**config.mk**
```make
export PLATFORM = sky130hd
export DESIGN_NAME = clas_seq_ctrl_flat
export DESIGN_NICKNAME = d
export VERILOG_FILES = /design/src/rtl/clas_seq_ctrl_if.sv /design/src/rtl/clas_seq_ctrl.sv /design/src/flat_wrapper.sv
export SDC_FILE = /design/constraint.sdc
export NUM_CORES = 1
export LEC_CHECK = 0
export CAP_MARGIN = 0
export CORE_UTILIZATION = 40
export CTS_CLUSTER_SIZE = 28
export DETAILED_ROUTE_END_ITERATION = 12
export PLACE_DENSITY = 0.7
export SYNTH_ARGS = -nofsm -noshare
export SYNTH_HDL_FRONTEND = slang
export SYNTH_SLANG_ARGS = --single-unit
```
**constraint.sdc**
```tcl
create_clock -name clk -period 4.9 [get_ports clk]
set_input_delay 0.735 -clock clk [delete_from_list [all_inputs] [get_ports clk]]
set_output_delay 0.735 -clock clk [all_outputs]
set_load 0.02 [all_outputs]
```
**src/rtl/clas_seq_ctrl_if.sv**
```systemverilog
// Request/response bundle between an ALU issue stage and the multi-beat add/sub sequencer.
interface clas_seq_ctrl_if #(
    parameter int unsigned WIDTH = 32
);
    logic             in_valid;
    logic             in_ready;
    logic             op;
    logic [WIDTH-1:0] a;
    logic [WIDTH-1:0] b;
    logic             out_valid;
    logic             out_ready;
    logic [WIDTH-1:0] result;
    logic             c_out;
    logic             ovf;

    // Requester / consumer side
    modport master (
        output in_valid, op, a, b, out_ready,
        input  in_ready, out_valid, result, c_out, ovf
    );

    // Sequencer side
    modport slave (
        input  in_valid, op, a, b, out_ready,
        output in_ready, out_valid, result, c_out, ovf
    );
endinterface

```
**src/rtl/clas_seq_ctrl.sv**
```systemverilog
// Multi-beat WIDTH-bit add/sub built on one shared 8-bit carry-look-ahead slice.
// One slice is processed per cycle with the carry registered between beats.

// 8-bit carry-look-ahead adder/subtractor; b is inverted internally when sel=1.
module clas_8bit (
    input  logic [7:0] a,
    input  logic [7:0] b,
    input  logic       sel,
    input  logic       c_in,
    output logic [7:0] result,
    output logic       c_out
);
    logic [7:0] b_x;
    logic [7:0] g;
    logic [7:0] p;
    logic [8:0] c;
    logic       cy;
    logic       prop;

    // Flat generate/propagate look-ahead for every carry position
    always_comb begin
        b_x  = b ^ {8{sel}};
        g    = a & b_x;
        p    = a ^ b_x;
        c    = '0;
        cy   = 1'b0;
        prop = 1'b1;
        c[0] = c_in;
        for (int i = 0; i < 8; i++) begin
            cy   = 1'b0;
            prop = 1'b1;
            for (int j = i; j >= 0; j--) begin
                cy   = cy | (prop & g[j]);
                prop = prop & p[j];
            end
            c[i+1] = cy | (prop & c_in);
        end
        result = p ^ c[7:0];
        c_out  = c[8];
    end
endmodule

module clas_seq_ctrl #(
    parameter int unsigned WIDTH = 32,
    parameter int unsigned SLICE = 8
) (
    input  logic             clk,
    input  logic             rst,
    clas_seq_ctrl_if.slave   bus
);
    localparam int unsigned BEATS  = WIDTH / SLICE;
    localparam int unsigned BEAT_W = (BEATS > 1) ? $clog2(BEATS) : 1;

    typedef enum logic [1:0] {
        S_IDLE = 2'd0,
        S_RUN  = 2'd1,
        S_DONE = 2'd2
    } state_t;

    state_t             state_q;
    state_t             state_nxt;
    logic               accept;
    logic               last_beat;

    logic [BEAT_W-1:0]  beat_q;
    logic               carry_q;
    logic               op_q;
    logic [WIDTH-1:0]   a_q;
    logic [WIDTH-1:0]   b_q;
    logic [WIDTH-1:0]   result_q;
    logic               c_out_q;
    logic               ovf_q;
    logic               in_ready_q;
    logic               out_valid_q;

    logic [SLICE-1:0]   slice_a;
    logic [SLICE-1:0]   slice_b;
    logic [SLICE-1:0]   slice_res;
    logic               slice_c_out;
    logic               b_eff_msb;

    // Select the operand slice for the current beat
    always_comb begin
        slice_a   = SLICE'(a_q >> (SLICE * beat_q));
        slice_b   = SLICE'(b_q >> (SLICE * beat_q));
        b_eff_msb = b_q[WIDTH-1] ^ op_q;
    end

    clas_8bit u_slice (
        .a      (slice_a),
        .b      (slice_b),
        .sel    (op_q),
        .c_in   (carry_q),
        .result (slice_res),
        .c_out  (slice_c_out)
    );

    // Next-state and control decode
    always_comb begin
        state_nxt = state_q;
        accept    = 1'b0;
        last_beat = 1'b0;
        case (state_q)
            S_IDLE: begin
                if (bus.in_valid && in_ready_q) begin
                    accept    = 1'b1;
                    state_nxt = S_RUN;
                end
            end
            S_RUN: begin
                last_beat = (beat_q == BEAT_W'(BEATS - 1));
                if (last_beat) begin
                    state_nxt = S_DONE;
                end
            end
            S_DONE: begin
                if (bus.out_ready) begin
                    state_nxt = S_IDLE;
                end
            end
            default: state_nxt = S_IDLE;
        endcase
    end

    // State register
    always_ff @(posedge clk or posedge rst) begin
        if (rst) begin
            state_q <= S_IDLE;
        end else begin
            state_q <= state_nxt;
        end
    end

    // Handshake flags registered from the next state so they track it exactly
    always_ff @(posedge clk or posedge rst) begin
        if (rst) begin
            in_ready_q  <= 1'b1;
            out_valid_q <= 1'b0;
        end else begin
            in_ready_q  <= (state_nxt == S_IDLE);
            out_valid_q <= (state_nxt == S_DONE);
        end
    end

    // Operand capture, per-beat accumulate and final flag computation
    always_ff @(posedge clk or posedge rst) begin
        if (rst) begin
            beat_q   <= '0;
            carry_q  <= 1'b0;
            op_q     <= 1'b0;
            a_q      <= '0;
            b_q      <= '0;
            result_q <= '0;
            c_out_q  <= 1'b0;
            ovf_q    <= 1'b0;
        end else if (accept) begin
            op_q     <= bus.op;
            a_q      <= bus.a;
            b_q      <= bus.b;
            result_q <= '0;
            beat_q   <= '0;
            carry_q  <= bus.op;
        end else if (state_q == S_RUN) begin
            result_q <= result_q | (WIDTH'(slice_res) << (SLICE * beat_q));
            carry_q  <= slice_c_out;
            if (last_beat) begin
                c_out_q <= slice_c_out;
                ovf_q   <= (a_q[WIDTH-1] == b_eff_msb) &
                           (slice_res[SLICE-1] != a_q[WIDTH-1]);
            end else begin
                beat_q <= beat_q + BEAT_W'(1);
            end
        end
    end

    assign bus.in_ready  = in_ready_q;
    assign bus.out_valid = out_valid_q;
    assign bus.result    = result_q;
    assign bus.c_out     = c_out_q;
    assign bus.ovf       = ovf_q;
endmodule
```
**src/flat_wrapper.sv**
```systemverilog
// flat-port wrapper written by rule: the top's interface ports become plain ports
module clas_seq_ctrl_flat 
#(
    parameter int unsigned WIDTH = 32,
    parameter int unsigned SLICE = 8
)
  (clk, rst, bus_in_valid, bus_op, bus_a, bus_b, bus_out_ready, bus_in_ready, bus_out_valid, bus_result, bus_c_out, bus_ovf);
  clas_seq_ctrl_if #(.WIDTH(WIDTH)) bus_i ();
  input  logic clk;
  input  logic rst;
  input wire logic [$bits(bus_i.in_valid)-1:0] bus_in_valid;
  input wire logic [$bits(bus_i.op)-1:0] bus_op;
  input wire logic [$bits(bus_i.a)-1:0] bus_a;
  input wire logic [$bits(bus_i.b)-1:0] bus_b;
  input wire logic [$bits(bus_i.out_ready)-1:0] bus_out_ready;
  output wire logic [$bits(bus_i.in_ready)-1:0] bus_in_ready;
  output wire logic [$bits(bus_i.out_valid)-1:0] bus_out_valid;
  output wire logic [$bits(bus_i.result)-1:0] bus_result;
  output wire logic [$bits(bus_i.c_out)-1:0] bus_c_out;
  output wire logic [$bits(bus_i.ovf)-1:0] bus_ovf;
  assign bus_i.in_valid = bus_in_valid;
  assign bus_i.op = bus_op;
  assign bus_i.a = bus_a;
  assign bus_i.b = bus_b;
  assign bus_i.out_ready = bus_out_ready;
  assign bus_in_ready = bus_i.in_ready;
  assign bus_out_valid = bus_i.out_valid;
  assign bus_result = bus_i.result;
  assign bus_c_out = bus_i.c_out;
  assign bus_ovf = bus_i.ovf;
  clas_seq_ctrl #(.WIDTH(WIDTH), .SLICE(SLICE)) u_core (.clk(clk), .rst(rst), .bus(bus_i));
endmodule
```
==> results by group <==
Synth
  • EDFF count, synth: 0
  • Synth area leader: dfrtp_1
  • Post-synth ARST share: 1.00
  • #FFs+latches synth: 106
  • Sequential fraction of the synthesis area: 0.556
  • Yosys warnings: 0
  • Syn_area_per_cell: 10.4 um^2
  • Synth top area cells: dfrtp_1, nand2_1, mux4_2
  • Share of the synthesized area in the top cell type: 0.551
  • Syn_nets: 541
  • Mapped Area: 4770 um^2
  • Main synth FF type: dfrtp_1
  • Synthesized instance count: 461
  • Post-synth cell types: 39

Finish
  • Layout cells sized above 1: 0.0787
  • Final instance area: 6230 um^2
  • Syn-to-layout area delta: 30.6%
  • Multi-input logic area: 2020 um^2
  • Layout Cells excl Fill: 702
  • Final Util: 0.541
  • Area occupied by registers: 2650 um^2
  • N_diodes: 0
  • Fillers: 1049
  • # nets final: 634

Routing
  • DRT iter0 DRCs: 174
  • Vias per cell: 5.04
  • Via count: 3541
  • DRC viols: 18
  • Drt pass-1 iters: 8
  • Routed Antenna Nets: 0
  • Wire per inst: 15.3 um
  • Final wirelength: 10.8 mm

Timing
  • Final Max Slew Viols: 0
  • Worst hold slack: 470 ps
  • Max Fclk: 280 MHz
  • Endpoints failing setup: 0
  • Worst slew pin tran: 1090 ps
  • Skew final: 10.8 ps
  • Sum of negative setup slack: 0 ps
  • Slew HR: 0.274
  • Ratio of final minimum period to clock period: 0.728
  • Tmin final: 3570 ps
  • Final Hold Viols: 0
  • RSZ-0062 raised after global routing: false

Clock network
  • CTS tree: done
  • Post-CTS Hold Buffers: 0
  • Clk Latency, worst-skew pair: 350 ps
  • Clock sinks: 106
  • Clock buffer count from CTS: 9
  • CTS HTree Levels: 3
  • Clk pin slew, worst setup/hold paths: 70 ps
  • Post-CTS Setup Bufs: 0
  • CTS Buffer Depth: 2
  • CTS Root Cell: clkbuf_16
  • CTS resizes: 0

Power
  • Psw: 0.00220 W
  • Power Dens Cells: 816 nW/um^2
  • Leakage power: 2.96 nW
  • P_int: 0.00289 W
  • Clock Power Share: 0.144
  • Combinational share of power: 0.546
  • Seq pwr share: 0.309
  • Max IR drop VDD: 386 uV
  • Switch share: 0.432

Floorplan
  • Num ports: 105
  • Die W: 111 um
  • CORE AREA: 11500 um^2
  • Initial Utilization: 0.414
  • Num rows: 39
  • Die area: 12400 um^2
  • Die outline height: 111 um

Status
  • Status: complete, but fails checks
  • Failing checks: design-rule violations

Global route
  • Gr usage total: 0.186
  • Antenna violations before repair: 0
  • Pin count of the biggest net entering global routing: 97
  • GRT overflow: 0
  • First-pass GRT wire length: 18.1 mm
  • Vias in the first global route: 3683

Placement
  • Placed cell count: 686
  • DP Area: 5930 um^2
  • Placer Congestion: 0.921
  • Port bufs: 104
  • Hpwl dp: 7.75 mm

Setup path
  • Critical Path AT: 3830 ps
  • CP Launch Type: flop
  • CP Data Required Time: 5160 ps
  • Worst Setup End Kind: flop
  • Crit Path Category: reg -> reg
  • CP max FO: 12

Flow run
  • Max Cap Viol: 0

Min path
  • Worst hold path class: reg -> reg
## worst max-delay path, cell delays in order, from the launching register on
cell	delay [ps]
dfrtp_1	610
buf_4	330
mux4_2	550
xor2_1	180
ha_1	350
a211oi_4	290
nor3_2	120
o311a_4	400
or4_1	410
a41oi_1	230
## synthesized netlist by cell type (3+ instances only)
library cell    n
nand2_1       200
dfrtp_1       105
a22o_1         30
clkbuf_1       17
mux4_2         16
nor2_1         11
ha_1           10
xor2_1         10
a21oi_1         6
inv_1           6
buf_1           4
nand3_1         4
o21ai_0         4
buf_2           3
nand2b_1        3
o211ai_1        3
## path summary, 6_finish.rpt
check                                 start                   end  slack, ps  depth (start not counted)
setup / recovery           u_core.beat_q[0]        u_core.bus.ovf       1330                          9
hold / removal               u_core.a_q[12]        u_core.a_q[12]        470                          2
setup reg to reg           u_core.beat_q[0]        u_core.bus.ovf       1330                          9
hold reg to reg              u_core.a_q[12]        u_core.a_q[12]        470                          2
max in group asynchronous               rst        u_core.a_q[23]       3000                          3
min in group asynchronous               rst  u_core.bus.out_valid        910                          2
## power groups by stage
stage	combinational, W	sequential, W	clock [W]
5_1_grt	0.00304	0.00163	0.000783
4_1_cts	0.00278	0.00158	0.000747
3_3_place_gp	0.00270	0.00157	0
2_1_floorplan	0.00190	0.00159	0
3_5_place_dp	0.00276	0.00159	0
6_report	0.00278	0.00157	0.000733
## kinds of logic (layout without fill, tap and decap cells)
family / count (synthesis) / after routing / synth area share
AND/OR/NAND/NOR: 229 / 229 / 0.190
flip-flops: 106 / 106 / 0.556
AO/OA/AOI/OAI: 56 / 56 / 0.0988
buffers and inverters: 30 / 128 / 0.0244
multiplexers: 17 / 17 / 0.0779
XOR/XNOR: 12 / 12 / 0.0220
adder cells (fa/ha/maj): 11 / 11 / 0.0304
## state kept, by name, indices dropped and copies added (netlist names)
signal / count
u_core.a_q: 32
u_core.b_q: 32
u_core.bus.result: 32
u_core.beat_q: 2
u_core.state_q: 2
u_core.bus.c_out: 1
u_core.bus.in_ready: 1
u_core.bus.out_valid: 1
u_core.bus.ovf: 1
u_core.carry_q: 1
u_core.op_q: 1
## through the flow
| stage | worst slack, ps | total power (W) |
|---|---|---|
| global placement | 1420 | 0.00427 |
| CTS | 1320 | 0.00510 |
| detailed placement | 1350 | 0.00435 |
| floorplan | 1380 | 0.00349 |
| finish | 1330 | 0.00508 |
| global route | 1170 | 0.00545 |
## routing by layer
layer,global-route usage,vias up,wire length [um]
li1,-,1741,-
met1,0.248,1700,4960
met2,0.300,85,5160
met3,0.0405,15,481
met4,0.0622,0,164
met5,0,-,0
## cells in the final DEF (no fill, tap or decap), drive strengths merged, types with 4 or more instances in the layout
cell,instances
inv,8
ha,10
a22o,30
clkbuf,10
a21oi,6
xor2,10
nand3,4
mux4,16
nand2,200
o21ai,5
clkdlybuf4s50,104
nor2,11
dfrtp,105
## area by class of cell
type,instances,area share
flip-flops and latches,106,0.426
multi-input cells,325,0.323
repair buffers,106,0.169
clock buffers,10,0.0367
well taps,143,0.0287
clock inverters,6,0.0118
inverters,6,0.00402
Power figures use the tool's default switching activity.
==> RTL edit 1 (config.mk and constraints unchanged) <==
`WIDTH` is set to 32 in 3 places; all go to 16.
--- a/src/rtl/clas_seq_ctrl_if.sv
+++ b/src/rtl/clas_seq_ctrl_if.sv
@@ -1,5 +1,5 @@
 // Request/response bundle between an ALU issue stage and the multi-beat add/sub sequencer.
 interface clas_seq_ctrl_if #(
-    parameter int unsigned WIDTH = 32
+    parameter int unsigned WIDTH = 16
 );
     logic             in_valid;
--- a/src/rtl/clas_seq_ctrl.sv
+++ b/src/rtl/clas_seq_ctrl.sv
@@ -42,5 +42,5 @@
 
 module clas_seq_ctrl #(
-    parameter int unsigned WIDTH = 32,
+    parameter int unsigned WIDTH = 16,
     parameter int unsigned SLICE = 8
 ) (
--- a/src/flat_wrapper.sv
+++ b/src/flat_wrapper.sv
@@ -2,5 +2,5 @@
 module clas_seq_ctrl_flat 
 #(
-    parameter int unsigned WIDTH = 32,
+    parameter int unsigned WIDTH = 16,
     parameter int unsigned SLICE = 8
 )
Interface: changed (resized bus_a, bus_b and bus_result); port bits go from 105 to 57. The function was not compared with the original's and may differ.
==> RTL edit 1 against the unedited design <==
Count of clock-buffer cells in the layout is 5 higher. Synthesized area is 42% lower. Core utilization is 1.2 points higher. Routed wire length is 49% lower. Setup slack better by 0.52 ns. The run still ends with DRC left. Total power is 41% lower. Synthesized cell count is 39% lower. Die area is 42% lower. Sequential cell count is 49 lower. Cell area is 42% lower.
==> RTL edit 1: results (changes against the unedited design) <==
- The run finished, with violations left.
- Violations in the final reports: DRC
- Dpl cells: 402 (-41%)
- The count of filler cells inserted in the layout is 575 (-45%).
- Clock root buffer master: sky130_fd_sc_hd__clkbuf_8
- Met3 global-route usage: 5.156% (+1.1 points)
* Met1 usage in global routing: 21.39% (-3.4 points)
- The global router's overall resource usage is 16.69% (-1.9 points).
- The startpoint identified for the worst hold timing path is u_core.a_q[1]$_DFFE_PP0P_.
* Worst-case headroom to the max-slew limit: 22.19% (-5.2 points)
* Number of distinct library cell variants in the gate-level netlist after synthesis: 38 (-2.6%)
* Met2 WL post-DR: 2475 µm (-52%)
* Global-route wire length before repair: 9342 µm (-48%)
- Most instantiated cells after synthesis: 108 x sky130_fd_sc_hd__nand2_1, 56 x sky130_fd_sc_hd__dfrtp_1, 12 x sky130_fd_sc_hd__a22o_1
* Global routing usage on met2: 26.10% (-3.9 points)
- The via count of the routed design came to 2070 (-42%).
- The path with the worst hold slack has its endpoint at u_core.a_q[1]$_DFFE_PP0P_.
* Fraction of power spent switching nets: 41.20% (-2.0 points)
- The via count of the first global-routing pass is 2049 (-44%).
* Min Hold Slack: 0.4751 ns (+0.005328 ns)
- The DRC violation count after routing came to 1 (-17).
- Data arrival time of the critical path: 3.26 ns (-0.57 ns)
- Wire length the detailed router placed on met1: 2613 µm (-47%)
- Syn nets: 329 (-39%)
* Final HPWL from detailed placement: 3789 µm (-51%)
- PortBufs: 56 (-46%)
- Largest cells by area after synthesis: sky130_fd_sc_hd__dfrtp_1 51%, sky130_fd_sc_hd__nand2_1 15%, sky130_fd_sc_hd__ha_1 4.1%, sky130_fd_sc_hd__a22o_1 3.8%, sky130_fd_sc_hd__mux2i_1 3.3%
- Pin count of the biggest net entering global routing: 58 (-40%)
- The routed length on met3 is 291 µm (-40%).
- The post-synthesis sequential area ratio is 51.79% (-3.8 points).
- The leakage power of the design is 1.737 nW (-41%).
* Worst Clk Skew: 0.005172 ns (-0.005587 ns)
- Signed area change from the synthesized netlist to the final layout: 30.37%
- The number of design-rule violations left by the first detailed-router iteration came to 59 (-66%).
* Fraction of final layout cells with drive strength greater than 1: 9.677% (+1.8 points)
[RTL edit 1: cell types whose count changed in the layout (fill, tap and decap cells not counted), sizes merged, moves of 3 or more]
cell,change
clkbuf,+5
xnor2,+8
mux2i,+9
dfrtp,-49
a22o,-18
xor2,-7
mux2,+6
o21ai,+3
clkdlybuf4s50,-48
inv,-4
mux4,-16
nand2,-92
[RTL edit 1: final cells by class]
cell class / instances / area share (%)
tap: 77 / 2.681
clock inverter: 1 / 0.8357
timing repair buffer: 56 / 15.60
inverter: 4 / 0.4178
multi-input combinational: 208 / 35.27
clock buffer: 15 / 5.467
sequential: 57 / 39.73
[RTL edit 1: power by group through the flow]
stage	sequential (mW)	combinational (mW)	clock [mW]
2_1_floorplan	0.861	1.26	0
3_3_place_gp	0.865	1.65	0
3_5_place_dp	0.864	1.68	0
4_1_cts	0.858	1.69	0.487
5_1_grt	0.884	1.86	0.508
6_report	0.856	1.67	0.479
==> RTL edit 2 (same settings) <==
Made on the original files. Make the reset (`rst`) synchronous in 3 clocked blocks.
--- a/src/rtl/clas_seq_ctrl.sv
+++ b/src/rtl/clas_seq_ctrl.sv
@@ -124,5 +124,5 @@
 
     // State register
-    always_ff @(posedge clk or posedge rst) begin
+    always_ff @(posedge clk) begin
         if (rst) begin
             state_q <= S_IDLE;
@@ -133,5 +133,5 @@
 
     // Handshake flags registered from the next state so they track it exactly
-    always_ff @(posedge clk or posedge rst) begin
+    always_ff @(posedge clk) begin
         if (rst) begin
             in_ready_q  <= 1'b1;
@@ -144,5 +144,5 @@
 
     // Operand capture, per-beat accumulate and final flag computation
-    always_ff @(posedge clk or posedge rst) begin
+    always_ff @(posedge clk) begin
         if (rst) begin
             beat_q   <= '0;
Function: differs if rst is asserted again (counterexample within 4 cycles, from zero or initial values and one cycle with rst high); with rst held inactive, the same outputs for 10 cycles.
==> RTL edit 2 against the unedited design <==
Setup slack better by 0.18 ns. Synthesized area is 3.8% lower. Sequential cell count unchanged. Non-clock buffer count increased by 2. Routed wire length rose by 2.1%. Cell area is 3.6% lower. Critical path type unchanged. Critical endpoint is now u_core.bus.ovf$_SDFFE_PP0P_.
Power is not compared: it rests on default switching activity, and its combinational part moved more than twofold at a synthesized area within 25%.
==> RTL edit 2: results (changes against the unedited design) <==
- The flow ran to the end, and the final reports show no timing, DRC or antenna violations.
- The global router's overall resource usage is 19.12% (+0.55 points).
- Critical Path Start: u_core.beat_q[1]$_SDFFE_PP0P_
- The setup violation total in the final timing report is 0 (unchanged).
* Post-CTS setup repair buffer count: 0 (unchanged)
* Type of the worst min-delay path: flip-flop to flip-flop
- CP peak stage delay: 0.98 ns (+0.37 ns)
* Total wire length after detailed routing: 10990 µm (+2.1%)
- Data arrival time of the critical path: 3.67 ns (-0.16 ns)
- The largest buffer count on any clock path was 2 (unchanged).
- The CTS buffer count came to 9 (unchanged).
- The via count of the first global-routing pass was 3720 (+1.0%).
- By area the synthesized netlist is led by sky130_fd_sc_hd__dfxtp_1 46%, sky130_fd_sc_hd__nand2_1 11%, sky130_fd_sc_hd__a21oi_1 9.4%, sky130_fd_sc_hd__mux4_2 7.8%, sky130_fd_sc_hd__nor2_1 3.1%.
- Internal reg-to-reg setup slack: 1.51 ns (+0.18 ns)
* CP max stage cell: sky130_fd_sc_hd__dfxtp_1
- Critical register-to-register path endpoint: u_core.bus.ovf$_SDFFE_PP0P_
- The detailed-route vias per instance was 5.213 (+3.3%).
- The number of antenna violations at the first check in global routing was 0 (unchanged).
* Fraction of final layout cells with drive strength greater than 1: 8.183% (+0.31 points)
- Portion of the post-synthesis area used by sequential elements: 46.23% (-9.4 points)
* Final weighted congestion in routability-driven placement: 0.8031 (-13%)
- Htree depth: 3 (unchanged)
- The number of cells upsized or downsized after cts is 0 (unchanged).
- Leak Pwr: approximately 2.2 nW
- Synth async-reset ratio: 0% (-100 points)
- Number of fillers in the final layout: 1017 (-3.1%)
- The global-route wire length before repair came to 17770 µm (-1.8%).
- First-iteration detailed-routing DRC count: 183 (+5.2%)
* Worst hold endpoint: u_core.a_q[21]$_SDFFE_PP0P_
* Number of antenna cells inserted: 0 (unchanged)
* Worst hold path depth: 2 (unchanged)
* Worst-case headroom to the max-slew limit: 32.88% (+5.5 points)
- Clock insertion delay at the later pin of the skew report: 0.34 ns
- In this run the clock root is driven by a sky130_fd_sc_hd__clkbuf_16.
- Sorting the synthesized cells by how often they occur yields 136 x sky130_fd_sc_hd__nand2_1, 106 x sky130_fd_sc_hd__dfxtp_1, 86 x sky130_fd_sc_hd__a21oi_1.
* PortBufs: 104 (unchanged)
* Largest vdd supply drop: between 0.2 and 0.25 mV
- The largest net degree at the start of global routing came to 74 (-24%).
* Final HPWL from detailed placement: 8155 µm (+5.2%)
* Number of cells on the worst reg-to-reg path: 8 (-1)
* Largest delay contributor family on the critical path: flip-flops
* Number of distinct library cell variants in the gate-level netlist after synthesis: 50 (+28%)
* Worst Min Path Start: u_core.a_q[21]$_SDFFE_PP0P_
- Critical path peak fanout: 25 (+13)
- First-pass iteration count of the detailed router: 4 (-4)
- Clock transition time at the flip-flop clock pins of the worst setup and hold paths: 0.07 ns (about the same)
* Layout net count: 686 (+8.2%)
* Dominant register cell in the synthesized netlist: sky130_fd_sc_hd__dfxtp_1
- Syn nets: 604 (+12%)
* Worst Clk Skew: 0.006531 ns (-0.004228 ns)
* Synth warn: 0 (unchanged)
RTL edit 2: per-layer routing:
metal,vias up,part of all wire [%],track usage [%]
met5,-,0,0
met4,0,1.1,4.247
met3,11,4.2,3.168
met2,106,47,32.03
met1,1845,48,25.73
li1,1953,-,-
RTL edit 2: worst max-delay path by stage:
stage	to	depth (start not counted)	slack, ns
after floorplan	u_core.bus.ovf$_SDFFE_PP0P_	11	1.87
after global placement	u_core.bus.ovf$_SDFFE_PP0P_	8	1.53
after detailed placement	u_core.bus.ovf$_SDFFE_PP0P_	8	1.51
after CTS	u_core.bus.ovf$_SDFFE_PP0P_	8	1.48
after global routing	u_core.bus.result[31]$_SDFFE_PP0P_	8	1.25
final	u_core.bus.ovf$_SDFFE_PP0P_	8	1.51
RTL edit 2: area by class of cell:
type	count	area share, %
Inverter	4	0.2498
Multi-Input combinational cell	377	38.26
Clock buffer	9	3.747
Timing Repair Buffer	108	17.74
Sequential cell	106	35.30
Tap cell	140	2.914
Clock inverter	7	1.790
RTL edit 2: power breakdown:
group          leakage [nW]  switching, mW  total (mW)  internal, mW
combinational          1.20          0.199       0.362         0.163
sequential            0.864         0.0328       0.939         0.906
clock                 0.160          0.332       0.791         0.459
RTL edit 2: worst reg2reg max path, stage by stage (launching register included):
cell and delay [ns]:
sky130_fd_sc_hd__dfxtp_1 0.98, sky130_fd_sc_hd__mux4_2 0.43, sky130_fd_sc_hd__xor2_1 0.18, sky130_fd_sc_hd__ha_1 0.50, sky130_fd_sc_hd__nand4_1 0.12, sky130_fd_sc_hd__o21ai_1 0.24
sky130_fd_sc_hd__mux2_4 0.37, sky130_fd_sc_hd__or4_1 0.40, sky130_fd_sc_hd__nand3_1 0.10
RTL edit 2: cells by family (layout without fill, tap and decap cells):
kind of cell,after synthesis,after routing,share of synthesized area [%]
compound gates,128,128,17.12
xor+xnor,14,14,2.671
fa+ha+maj,11,11,3.162
buf+inv,41,128,3.870
flops,106,106,46.23
mux,18,18,8.395
simple gates,206,206,18.56
RTL edit 2: through the flow:
stage / setup WS (ns) / area (µm²) / instances / hold WS (ns)
after floorplan: 1.872 / 4591 / 524 / 0.4331
after global placement: 1.533 / 5675 / 735 / 0.4440
after detailed placement: 1.512 / 5675 / 735 / 0.4484
after CTS: 1.485 / 6008 / 751 / 0.4587
after global routing: 1.254 / 6011 / 751 / 0.4764
final: 1.508 / 6011 / 751 / 0.4580
